`config.mk`:
```
export PLATFORM = sky130hd
export DESIGN_NAME = mac_operand_sequencer
export DESIGN_NICKNAME = d
export VERILOG_FILES = /design/src/rtl/mac_operand_sequencer.sv
export SDC_FILE = /design/constraint.sdc
export NUM_CORES = 1
export LEC_CHECK = 0
export ABC_CLOCK_PERIOD_IN_PS = 6760
export CORE_MARGIN = 8
export CORE_UTILIZATION = 46
export DETAILED_ROUTE_END_ITERATION = 10
export PLACE_DENSITY = 0.91
export RECOVER_POWER = 100
export SYNTH_ARGS = -nofsm -noshare
export SYNTH_HDL_FRONTEND = slang
export SYNTH_SLANG_ARGS = --single-unit
```
`constraint.sdc`:
```
create_clock -name clk -period 6.76 [get_ports clk]
set_clock_uncertainty 0.15 [all_clocks]
set_input_delay 1.352 -clock clk [delete_from_list [all_inputs] [get_ports clk]]
set_output_delay 1.352 -clock clk [all_outputs]
set_load 0.005 [all_outputs]
```
`src/rtl/mac_operand_sequencer.sv`:
```
`timescale 1ns/1ps
// Operand feeder for the MAC: takes one command, streams its operand beats into the MAC,
// and tags the MAC output C with result-valid / last-result flags.
//
// state | meaning
// IDLE  | waiting for a command; cmd_ready high
// LOAD  | new {init, conf} presented to the MAC, beat counter armed
// RUN   | accepting operand beats until the command's count is reached
// DRAIN | waiting for the final tagged result to leave the MAC pipeline
module mac_operand_sequencer #(
  parameter int LEN_WIDTH      = 8,
  parameter int MAC_MIN_WIDTH  = 8,
  parameter int MAC_ACC_WIDTH  = 32,
  parameter int MAC_CONF_WIDTH = 4
) (
  input  logic                                    clk,
  input  logic                                    rst,
  input  logic                                    cmd_valid,
  output logic                                    cmd_ready,
  input  logic [1:0]                              cmd_mode,
  input  logic                                    cmd_acc,
  input  logic [LEN_WIDTH-1:0]                    cmd_len,
  input  logic [MAC_ACC_WIDTH-1:0]                cmd_init,
  input  logic                                    op_valid,
  output logic                                    op_ready,
  input  logic [4*MAC_MIN_WIDTH-1:0]              op_a,
  input  logic [MAC_MIN_WIDTH-1:0]                op_b,
  output logic                                    mac_en,
  output logic [MAC_MIN_WIDTH-1:0]                mac_a0,
  output logic [MAC_MIN_WIDTH-1:0]                mac_a1,
  output logic [MAC_MIN_WIDTH-1:0]                mac_a2,
  output logic [MAC_MIN_WIDTH-1:0]                mac_a3,
  output logic [MAC_MIN_WIDTH-1:0]                mac_b2,
  output logic [MAC_ACC_WIDTH+MAC_CONF_WIDTH-1:0] mac_cfg,
  output logic                                    res_valid,
  output logic                                    res_last,
  output logic                                    busy,
  output logic                                    err
);

  localparam int W = MAC_MIN_WIDTH;
  localparam logic [1:0] MAC_SINGLE = 2'b00;
  localparam logic [1:0] MAC_DUAL   = 2'b01;
  localparam logic [1:0] MAC_QUAD   = 2'b10;
  localparam logic [1:0] MODE_BAD   = 2'b11;

  typedef enum logic [1:0] {IDLE, LOAD, RUN, DRAIN} state_t;

  state_t                      state_q, state_d;
  logic [1:0]                  mode_q;
  logic                        acc_q;
  logic [LEN_WIDTH-1:0]        len_q;
  logic [LEN_WIDTH-1:0]        beats_left_q;
  logic                        tag_valid_q, tag_last_q;
  logic                        cmd_take, beat, beat_last;
  logic [MAC_CONF_WIDTH-1:0]   conf_d;

  assign cmd_ready = (state_q == IDLE);
  assign op_ready  = (state_q == RUN);
  assign busy      = (state_q != IDLE);
  assign cmd_take  = cmd_ready && cmd_valid;
  assign beat      = op_ready && op_valid;
  assign beat_last = beat && (beats_left_q == LEN_WIDTH'(1));

  always_comb begin
    conf_d                   = '0;
    conf_d[1:0]              = cmd_mode;
    conf_d[MAC_CONF_WIDTH-1] = cmd_acc;
  end

  always_comb begin
    state_d = state_q;
    case (state_q)
      IDLE:    if (cmd_valid && cmd_mode != MODE_BAD) state_d = LOAD;
      LOAD:    state_d = RUN;
      RUN:     if (beat_last) state_d = DRAIN;
      DRAIN:   if (res_last) state_d = IDLE;
      default: state_d = IDLE;
    endcase
  end

  always_ff @(posedge clk or negedge rst) begin
    if (!rst) state_q <= IDLE;
    else      state_q <= state_d;
  end

  always_ff @(posedge clk or negedge rst) begin
    if (!rst) begin
      mode_q       <= MAC_SINGLE;
      acc_q        <= 1'b0;
      len_q        <= '0;
      beats_left_q <= '0;
      mac_cfg      <= '0;
      mac_en       <= 1'b0;
      mac_a0       <= '0;
      mac_a1       <= '0;
      mac_a2       <= '0;
      mac_a3       <= '0;
      mac_b2       <= '0;
      tag_valid_q  <= 1'b0;
      tag_last_q   <= 1'b0;
      res_valid    <= 1'b0;
      res_last     <= 1'b0;
      err          <= 1'b0;
    end else begin
      if (cmd_take) begin
        if (cmd_mode == MODE_BAD) begin
          err <= 1'b1;
        end else begin
          mode_q  <= cmd_mode;
          acc_q   <= cmd_acc;
          len_q   <= (cmd_len == '0) ? LEN_WIDTH'(1) : cmd_len;
          mac_cfg <= {cmd_init, conf_d};
        end
      end
      if (state_q == LOAD)
        beats_left_q <= len_q;
      else if (beat)
        beats_left_q <= beats_left_q - LEN_WIDTH'(1);
      mac_en <= beat;
      // Lanes the mode does not use are forced to zero so stale data never reaches the MAC.
      if (beat) begin
        mac_b2 <= op_b;
        mac_a2 <= op_a[2*W +: W];
        mac_a3 <= (mode_q == MAC_DUAL || mode_q == MAC_QUAD) ? op_a[3*W +: W] : '0;
        mac_a1 <= (mode_q == MAC_QUAD) ? op_a[1*W +: W] : '0;
        mac_a0 <= (mode_q == MAC_QUAD) ? op_a[0 +: W] : '0;
      end
      // Two-stage tag pipe lines up with the MAC's own output register.
      tag_valid_q <= beat && (!acc_q || beat_last);
      tag_last_q  <= beat_last;
      res_valid   <= tag_valid_q;
      res_last    <= tag_last_q;
    end
  end

endmodule

```
==> results.cfg <==
[run_status]
outcome = finished with violations
violations = capacitance limit, slew limit

[detailed_routing]
drc = 0
wl_per_cell_um = 16.5
finalWirelength_um = 9820
dr.pass1.iters = 4
vias = 2897
dr.first_iter.drc_count = 102
via_per_inst = 4.88
antenna_left = 0

[setup_path]
r2r_setup_slack_ns = 2.80
reg2reg_from = state_q[0]$_DFFE_PN0P_
cp-startpoint = cmd_valid
worstSetupEndpoint = mac_cfg[12]$_DFFE_PN0P_
cp_max_fo = 24
critPathCaptureType = register
worstPathArrival_ns = 4.76
required_ns = 6.84
crit_type = in2reg
reg2reg_depth = 6
r2r-end = mac_cfg[12]$_DFFE_PN0P_
cp-start-kind = input port

[sta]
min_period_over_period = 0.691
min_period_ns = 4.67
finalHoldViolCount = 0
clock.fmax_ghz = 0.214
slew_headroom = -0.322
tightest_slew_ns = 1.98
rsz0062_at_grt = no
final_max_slew_viol_count = 116
setup_viol = 0
finalSetupTns_ns = 0

[logic_synthesis]
yosysSeqAreaShare = 0.627
synth_async_sr_flop_share = 1.00
synth_cells = 315
syn_area_sq_um = 3950
synthFlopType = dfrtp_1
synthDistinctLibCells = 31
syn_nets = 409
synth_edf_count = 0
synth_top_area_frac = 0.627
yosysTopAreaCell = dfrtp_1
avgSynthCellArea_sq_um = 12.5
synth_warnings = 0
ys_ff_latch = 99
synth.area.top_cells = dfrtp_1 (63%), mux2_2 (16%), nand2_1 (5.1%)

[clock_tree]
clock-root-buffer = clkbuf_8
cts_resized = 0
insertion_delay_ns = 0.35
clk_pin_slew_ns = 0.09
cts_tree = done
cts_made_buffers = 9
clkSinkCount = 99
hold_buffers = 0
cts_htree_levels = 3
cts_setup_buffers = 0
clockBufferDepth = 2

[global_route]
grtUsageTotal = 0.168
grt_pass1_vias = 3146
overflow = 0
grt_pass1_wl_um = 15800
antenna_found_initial = 0
grt_max_degree = 61

[placement]
portBuffers = 168
hpwl_um = 7690
gp_congestion = 0.760

[min_path]
min_path_type = reg2reg

[floorplanning]
die_w_um = 109
num_rows = 34
fp.dieArea_sq_um = 11800
initial_core_util = 0.465
coreArea_sq_um = 8510
io_pins = 170
die_h_um = 109

[finish]
final_cell_mix = dfrtp_1 (99), dlygate4sd3_1 (85), clkdlybuf4s50_1 (82)
drive_gt1_frac = 0.148
diodes = 0
area_delta_synth_final_pct = 49.0
final_common_cell = dfrtp_1
nets = 575
final_util = 0.692

[power]
p_leak_nw = 2.57
ir_worst_vdd_uv = 196
p_per_area_nw_per_um2 = 394

[job]
max-cap-violations = 3
## stage by stage
| stage | total power, mW | setup WS [ns] | hold WS (ns) | instance area, sq um | std cells |
|---|---|---|---|---|---|
| finish | 2.32 | 2.09 | 0.213 | 5890 | 594 |
| global route | 2.50 | 1.78 | 0.231 | 5890 | 594 |
| CTS | 2.46 | 3.50 | 0.220 | 5930 | 594 |
| detailed placement | 2.09 | 3.16 | 0.193 | 5730 | 578 |
| global placement | 2.03 | 3.24 | 0.181 | 5730 | 578 |
| floorplan | 1.46 | 3.78 | 0.181 | 3950 | 315 |
## synth_stat cells (all sizes together), types with 3 or more instances
library cell and count:
a21oi 5, buf 3, clkbuf 13, dfrtp 99, ha 7, inv 8, mux2 57, nand2 54
nand2b 9, nor2 4, o21ai 33, xnor2 5
## where the power goes
group          switching, mW  internal [mW]  leakage [nW]
clock                  0.196          0.172        0.0966
combinational          0.381          0.587          1.25
sequential             0.136          0.851          1.22
## critical path: stages
cell           delay, ns
dlygate4sd3_1       0.56
nand2_1             0.10
a21oi_1             1.32
clkbuf_1            0.98
mux2_2              0.43
## cells by family after synthesis
family	count (synthesis)	synth area share
flops	99	0.627
mux	57	0.162
compound gates	42	0.0582
buf+inv	24	0.0247
fa+ha+maj	7	0.0222
other cells	1	0.000949
xor+xnor	7	0.0155
simple gates	78	0.0893
## area by class of cell
cell class	count	area (sq um)
Multi-Input combinational cell	192	1370
Timing Repair Buffer	171	1690
Fill cell	645	2620
Clock inverter	6	65.1
Sequential cell	99	2480
Tap cell	108	135
Clock buffer	10	128
Inverter	8	30.0
## registers in the layout, indices dropped and copies added, names as in the netlist, 8 cells and up
signal and count:
mac_a3 8, mac_a1 8, mac_b2 8, len_q 8
mac_cfg 34, mac_a0 8, mac_a2 8, beats_left_q 8
## routing by layer
metal,part of all wire,GRT usage
met2,0.49,0.282
met4,0.012,0.0538
met5,0,0
met1,0.39,0.191
met3,0.11,0.0680
## how the worst min path moves through the flow
stage,startpoint,to,slack (ns),cells past startpoint
5_1_grt,tag_last_q$_DFF_PN0_,res_last$_DFF_PN0_,0.23,0
3_3_place_gp,tag_valid_q$_DFF_PN0_,res_valid$_DFF_PN0_,0.18,0
4_1_cts,tag_last_q$_DFF_PN0_,res_last$_DFF_PN0_,0.22,0
3_5_place_dp,tag_last_q$_DFF_PN0_,res_last$_DFF_PN0_,0.19,0
2_1_floorplan,tag_last_q$_DFF_PN0_,res_last$_DFF_PN0_,0.18,0
6_report,tag_last_q$_DFF_PN0_,res_last$_DFF_PN0_,0.21,0
No activity file was read; power rests on OpenSTA's default activity.
